`config.mk`:
```
export PLATFORM = sky130hd
export DESIGN_NAME = hiscore_ioctl_master
export DESIGN_NICKNAME = d
export VERILOG_FILES = /design/src/rtl/hiscore_pkg.sv /design/src/rtl/hiscore_ioctl_gap_timer.sv /design/src/rtl/hiscore_ioctl_master.sv
export SDC_FILE = /design/constraint.sdc
export NUM_CORES = 1
export LEC_CHECK = 0
export ABC_AREA = 1
export ABC_CLOCK_PERIOD_IN_PS = 2400
export CAP_MARGIN = 10
export CELL_PAD_IN_SITES_DETAIL_PLACEMENT = 1
export CELL_PAD_IN_SITES_GLOBAL_PLACEMENT = 2
export CORE_ASPECT_RATIO = 1.5
export CORE_MARGIN = 4
export CORE_UTILIZATION = 27
export CTS_BUF_LIST = sky130_fd_sc_hd__clkbuf_2 sky130_fd_sc_hd__clkbuf_4 sky130_fd_sc_hd__clkbuf_8
export CTS_CLUSTER_DIAMETER = 200
export DETAILED_ROUTE_END_ITERATION = 8
export PLACE_DENSITY_LB_ADDON = 0.1
export RECOVER_POWER = 100
export SLEW_MARGIN = 30
export SYNTH_ARGS = -nofsm -noshare
export SYNTH_HDL_FRONTEND = slang
export SYNTH_SLANG_ARGS = --single-unit
```
`constraint.sdc`:
```
create_clock -name clk -period 2.4 [get_ports clk]
set_input_delay 0.6 -clock clk [delete_from_list [all_inputs] [get_ports clk]]
set_output_delay 0.6 -clock clk [all_outputs]
set_load 0.1 [all_outputs]
```
`src/rtl/hiscore_pkg.sv`:
```
// Shared definitions for the hiscore ioctl master: FSM state encoding,
// ioctl index constants and the 25-bit address type.
package hiscore_pkg;

    typedef enum logic [2:0] {
        IDLE    = 3'd0,
        DL_WAIT = 3'd1,
        DL_WR   = 3'd2,
        DL_GAP  = 3'd3,
        UL_SET  = 3'd4,
        UL_WAIT = 3'd5,
        UL_PUSH = 3'd6,
        DONE    = 3'd7
    } hs_state_t;

    localparam logic [7:0] HS_IDX_CONFIG = 8'd3;
    localparam logic [7:0] HS_IDX_DUMP   = 8'd4;

    typedef logic [24:0] hs_addr_t;

endpackage

```
`src/rtl/hiscore_ioctl_gap_timer.sv`:
```
// 4-bit self-decrementing down-counter; load a value, o_zero flags expiry.
module hiscore_ioctl_gap_timer (
    input  logic       i_clk,
    input  logic       i_rst_n,
    input  logic       i_load,
    input  logic [3:0] i_value,
    output logic       o_zero
);

    logic [3:0] r_count;

    always_ff @(posedge i_clk or negedge i_rst_n) begin
        if (!i_rst_n) begin
            r_count <= '0;
        end else if (i_load) begin
            r_count <= i_value;
        end else if (r_count != '0) begin
            r_count <= r_count - 4'd1;
        end
    end

    assign o_zero = (r_count == '0);

endmodule

```
`src/rtl/hiscore_ioctl_master.sv`:
```
// Byte-serial ioctl master: downloads tx bytes into ioctl_wr pulses, uploads
// ioctl_din bytes to rx. Optional feature macro: HISCORE_IOCTL_CHECKSUM_EN.
module hiscore_ioctl_master
    import hiscore_pkg::*;
#(
    parameter int unsigned WR_GAP = 3,
    parameter int unsigned RD_LAT = 2
) (
    input  logic        clk,
    input  logic        reset_n,
    input  logic        cmd_valid,
    output logic        cmd_ready,
    input  logic        cmd_upload,
    input  logic [7:0]  cmd_index,
    input  logic [24:0] cmd_length,
    input  logic        tx_valid,
    input  logic [7:0]  tx_data,
    output logic        tx_ready,
    output logic        rx_valid,
    output logic [7:0]  rx_data,
    input  logic        rx_ready,
    output logic        ioctl_download,
    output logic        ioctl_upload,
    output logic        ioctl_wr,
    output logic [24:0] ioctl_addr,
    output logic [7:0]  ioctl_dout,
    output logic [7:0]  ioctl_index,
    input  logic [7:0]  ioctl_din,
    output logic        busy
`ifdef HISCORE_IOCTL_CHECKSUM_EN
    ,
    output logic [7:0]  checksum
`endif
);

    localparam logic [3:0] GAP_LOAD = (WR_GAP > 0) ? 4'(WR_GAP - 1) : '0;
    localparam logic [3:0] RD_LOAD  = (RD_LAT > 1) ? 4'(RD_LAT - 2) : '0;

    hs_state_t  r_state;
    logic       r_alive;
    hs_addr_t   r_addr;
    hs_addr_t   r_len;
    logic [7:0] r_dout;
    logic [7:0] r_index;
    logic [7:0] r_rx_data;

    logic       w_accept;
    logic       w_last;
    logic       w_zero_len;
    logic       w_tx_take;
    logic       w_rx_capture;
    logic       w_dl_step;
    logic       w_tmr_load;
    logic [3:0] w_tmr_value;
    logic       w_tmr_zero;

    hiscore_ioctl_gap_timer u_gap_timer (
        .i_clk   (clk),
        .i_rst_n (reset_n),
        .i_load  (w_tmr_load),
        .i_value (w_tmr_value),
        .o_zero  (w_tmr_zero)
    );

    assign cmd_ready      = r_alive && (r_state == IDLE);
    assign busy           = (r_state != IDLE);
    assign ioctl_download = (r_state == DL_WAIT) || (r_state == DL_WR) || (r_state == DL_GAP);
    assign ioctl_upload   = (r_state == UL_SET) || (r_state == UL_WAIT) || (r_state == UL_PUSH);
    assign ioctl_wr       = (r_state == DL_WR);
    assign ioctl_addr     = r_addr;
    assign ioctl_dout     = r_dout;
    assign ioctl_index    = r_index;
    assign rx_valid       = (r_state == UL_PUSH);
    assign rx_data        = r_rx_data;

    assign w_accept   = cmd_valid && cmd_ready;
    assign w_zero_len = (r_len == '0);
    assign w_last     = (r_addr == r_len - 25'd1);
    // A zero-length command still spends one cycle in the first transfer state
    // so download/upload is seen high before DONE drops it.
    assign tx_ready   = (r_state == DL_WAIT) && !w_zero_len;
    assign w_tx_take  = tx_ready && tx_valid;

    assign w_rx_capture = ((r_state == UL_SET) && !w_zero_len && (RD_LAT <= 1)) ||
                          ((r_state == UL_WAIT) && w_tmr_zero);
    assign w_dl_step    = ((r_state == DL_WR) && (WR_GAP == 0)) ||
                          ((r_state == DL_GAP) && w_tmr_zero);

    always_comb begin
        w_tmr_load  = 1'b0;
        w_tmr_value = '0;
        if ((r_state == DL_WR) && (WR_GAP > 0)) begin
            w_tmr_load  = 1'b1;
            w_tmr_value = GAP_LOAD;
        end else if ((r_state == UL_SET) && (RD_LAT > 1)) begin
            w_tmr_load  = 1'b1;
            w_tmr_value = RD_LOAD;
        end
    end

    always_ff @(posedge clk or negedge reset_n) begin
        if (!reset_n) begin
            r_state   <= IDLE;
            r_alive   <= 1'b0;
            r_addr    <= '0;
            r_len     <= '0;
            r_dout    <= '0;
            r_index   <= '0;
            r_rx_data <= '0;
        end else begin
            r_alive <= 1'b1;
            case (r_state)
                IDLE: begin
                    if (w_accept) begin
                        r_len   <= cmd_length;
                        r_addr  <= '0;
                        r_index <= cmd_index;
                        r_state <= cmd_upload ? UL_SET : DL_WAIT;
                    end
                end
                DL_WAIT: begin
                    if (w_zero_len) begin
                        r_state <= DONE;
                    end else if (w_tx_take) begin
                        r_dout  <= tx_data;
                        r_state <= DL_WR;
                    end
                end
                DL_WR, DL_GAP: begin
                    if (w_dl_step) begin
                        if (w_last) begin
                            r_state <= DONE;
                        end else begin
                            r_addr  <= r_addr + 25'd1;
                            r_state <= DL_WAIT;
                        end
                    end else begin
                        r_state <= DL_GAP;
                    end
                end
                UL_SET, UL_WAIT: begin
                    if ((r_state == UL_SET) && w_zero_len) begin
                        r_state <= DONE;
                    end else if (w_rx_capture) begin
                        r_rx_data <= ioctl_din;
                        r_state   <= UL_PUSH;
                    end else begin
                        r_state <= UL_WAIT;
                    end
                end
                UL_PUSH: begin
                    if (rx_ready) begin
                        if (w_last) begin
                            r_state <= DONE;
                        end else begin
                            r_addr  <= r_addr + 25'd1;
                            r_state <= UL_SET;
                        end
                    end
                end
                DONE: r_state <= IDLE;
                default: r_state <= IDLE;
            endcase
        end
    end

`ifdef HISCORE_IOCTL_CHECKSUM_EN
    logic [7:0] r_csum;

    always_ff @(posedge clk or negedge reset_n) begin
        if (!reset_n) begin
            r_csum <= '0;
        end else if (w_accept) begin
            r_csum <= '0;
        end else if (w_tx_take) begin
            r_csum <= r_csum + tx_data;
        end else if (w_rx_capture) begin
            r_csum <= r_csum + ioctl_din;
        end
    end

    assign checksum = r_csum;
`endif

endmodule

```
==> qor.yml <==
status:
  status: "complete, but fails checks"
  violations: "capacitance limit, slew limit, setup timing"
pwr:
  internal_power_w: 0.004243
  switching_share: 0.5629
  p_sw_w: 0.005465
  p_seq_frac: 0.238
  p_clk_frac: 0.124
  powerDensity_nw_per_um2: 1271
  p_comb_frac: 0.638
  ir_drop_mv: 0.9660
  p_leak_nw: 3.652
layout:
  n_antenna_cell: 0
  synthToLayoutAreaGrowth_pct: 43.93
  final_cells: 1180
  final_cell_area_sq_um: 7637
  layout-drive-gt1-share: 0.2738
  final_common_cell: "nand2_1"
  most-common-layout-cells: "nand2_1 (235), nor2_1 (88), dfrtp_1 (79)"
  nets: 978
synth:
  syn_nets: 797
  syn-cell-area_sq_um: 5306
  synth_top_flop_cell: "dfrtp_1"
  synth-edff-count: 0
  syn-instance-count: 738
  syn_avg_cell_area_sq_um: 7.190
  synth-seq-area-share: 0.3867
  synth-seq-cells: 82
  synth_cell_types: 35
  yosysWarnings: 0
  synth-async-reset-ratio: 1.000
clock_network:
  root_buffer: "clkbuf_8"
  cts-hold-fix-buffers: 0
  numCtsBuffers: 9
  cts_sinks: 82
  clock_latency_ns: 0.38
  h-tree-depth: 3
  cts.clk_slew.worst_paths_ns: 0.11
  clock_path_buffers: 2
  tritoncts: "built"
place:
  dp_hpwl_microns: 15600
  portBuffers: 110
  placed_cell_area_sq_um: 7023
  dp.cells: 1129
  gp_congestion: 0.8697
  place_ws_ns: -0.09133
timing:
  fin_ws_ns: -0.06367
  worst_slew_pin_slew_ns: 1.563
  fin_crit_sh: 1.027
  skew_ns: 0.02126
  hold_viol: 0
  finalSetupViolations: 27
  slew_headroom: -0.04199
  period_minus_slack_ns: 2.464
  fmax_mhz: 405.9
  maxSlewViolCount: 28
  rsz0062_at_grt: "true"
routing:
  highest_layer: "met4"
  ant_nets: 0
  drtIter0Drc: 171
  wl_per_cell_microns: 17.03
  drc: 0
  vias: 5432
  wl_microns: 20100
  dr.pass1.iters: 4
  wl_met2_microns: 11430
  drt-met1-wl_microns: 7672
  wl_met3_microns: 714
  via_per_inst: 4.603
die:
  initial_core_util: 0.2758
  ioPinCount: 111
  coreArea_sq_um: 19240
  die_h_microns: 179.7
  rows: 62
  dieArea_sq_um: 22010
  dieWidth_microns: 122.5
hold_path:
  hold_path_class: "flop to flop"
  min_from: "rx_data[1]$_DFFE_PN0P_"
setup_path:
  r2r_slack_ns: -0.06
  cpMaxStageDelayCell: "dfrtp_1"
  startpoint: "r_len[0]$_DFFE_PN0P_"
  reg2reg_to: "ioctl_addr[17]$_DFFE_PN0P_"
  cp-end-kind: "flop"
  crit_type: "flop to flop"
  cp_max_fo: 8
  worstPathArrival_ns: 2.75
  slowest_delay_ns: 0.40
  cp-start-kind: "flop"
  cp-endpoint: "ioctl_addr[17]$_DFFE_PN0P_"
  rr_startpoint: "r_len[0]$_DFFE_PN0P_"
  worst-r2r-cell-count: 16
  cp.required_ns: 2.69
  path_cells: "inv_2 -> ha_4 -> nand2_8 -> buf_4 -> xnor2_1 -> nand2_1 -> nor2_1 -> nand3_2 -> nor2_1 -> nand2_2 -> nor2_4 -> nand3_4 -> buf_6 -> buf_16 -> nand3_1 -> nand2_1"
global_route:
  grt_pass1_wl_microns: 32890
  track_usage: 0.1906
  grt_overflow: 0
  grt_pass1_vias: 6123
  grt_start_max_net_pins: 36
  antenna_found_initial: 0
run:
  cap_violations: 1
## kinds of logic (layout without fill, tap and decap cells)
family	Yosys count	in the layout	synth area share
buf+inv	88	272	0.07003
flops	82	82	0.3867
mux	8	8	0.01698
other cells	1	1	0.0007067
xor+xnor	57	57	0.09408
compound gates	21	21	0.02169
fa+ha+maj	4	4	0.009432
simple gates	477	479	0.4004
## registers in the layout, indices dropped and copies added (netlist names)
signal               flops
ioctl_index              8
r_len                   25
rx_data                  8
r_alive                  1
ioctl_addr              25
ioctl_dout               8
r_state                  3
u_gap_timer.r_count      4
## metrics by stage
stage	hold slack, ns	TNS (ns)	util	total power [W]
3_3_place_gp	0.4565	-0.3125	0.3650	0.008027
6_report	0.4824	-1.064	0.3970	0.009708
4_1_cts	0.1234	-0.6296	0.3966	0.009795
5_1_grt	0.5287	-5.137	0.3970	0.01042
3_5_place_dp	0.4653	-1.212	0.3650	0.008151
2_1_floorplan	0.3044	-22.17	-	0.006565
## worst max-delay path, delay by kind of cell, from the launching register on
family        cells  cell delay [ns]
flops             1             0.40
xor+xnor          1             0.25
simple gates     10             0.97
buf+inv           4             0.55
fa+ha+maj         1             0.19
## timing repair
action,CTS,global route
pin swaps,8,28
endpoints found under the hold margin,0,0
gates cloned,3,1
setup endpoints to repair,35,30
setup buffers,28,6
gates resized for setup,30,42
## cell usage after synthesis (all sizes together), types with 2 or more instances
| master | count | share of area |
|---|---|---|
| nand2 | 269 | 0.21 |
| nor2 | 113 | 0.093 |
| dfrtp | 82 | 0.39 |
| inv | 66 | 0.047 |
| nand3 | 45 | 0.045 |
| xor2 | 41 | 0.068 |
| nand4 | 24 | 0.028 |
| nor3 | 16 | 0.015 |
| xnor2 | 16 | 0.026 |
| o21ai | 14 | 0.013 |
| clkbuf | 12 | 0.0087 |
| buf | 8 | 0.013 |
| mux2 | 8 | 0.017 |
| nor4 | 6 | 0.0071 |
| ha | 4 | 0.0094 |
| a21oi | 3 | 0.0028 |
| a211oi | 2 | 0.0028 |
| clkinv | 2 | 0.0014 |
| nor3b | 2 | 0.0028 |
## cell type report
cell class                      count  area [sq um]
Inverter                           68         259.0
Multi-Input combinational cell    570          3201
Clock buffer                        9         123.9
Clock inverter                      7         101.3
Tap cell                          256         320.3
Fill cell                        2451         11600
Timing Repair Buffer              188          1577
Sequential cell                    82          2056
## power by group through the flow
stage	clock, W	sequential [W]	combinational, W
after detailed placement	0	0.00234	0.00581
after floorplan	0	0.00374	0.00282
after global routing	0.00131	0.00240	0.00671
final	0.00120	0.00231	0.00619
after CTS	0.00126	0.00233	0.00621
after global placement	0	0.00232	0.00571
## worst min-delay path by stage
stage | endpoint | slack (ns) | cells past startpoint
after global placement | rx_data[1]$_DFFE_PN0P_ | 0.46 | 2
final | rx_data[1]$_DFFE_PN0P_ | 0.48 | 2
after detailed placement | rx_data[1]$_DFFE_PN0P_ | 0.47 | 2
after floorplan | ioctl_addr[0]$_DFFE_PN0P_ | 0.30 | 0
after global routing | ioctl_index[3]$_DFFE_PN0P_ | 0.53 | 2
after CTS | r_len[14]$_DFFE_PN0P_ | 0.12 | 1
## layer usage
| metal | up-vias | track usage |
|---|---|---|
| met5 | - | 0 |
| met3 | 13 | 0.03459 |
| met1 | 2648 | 0.2079 |
| met4 | 0 | 0.05067 |
| met2 | 99 | 0.3674 |
| li1 | 2672 | - |
Power figures use the tool's default switching activity.
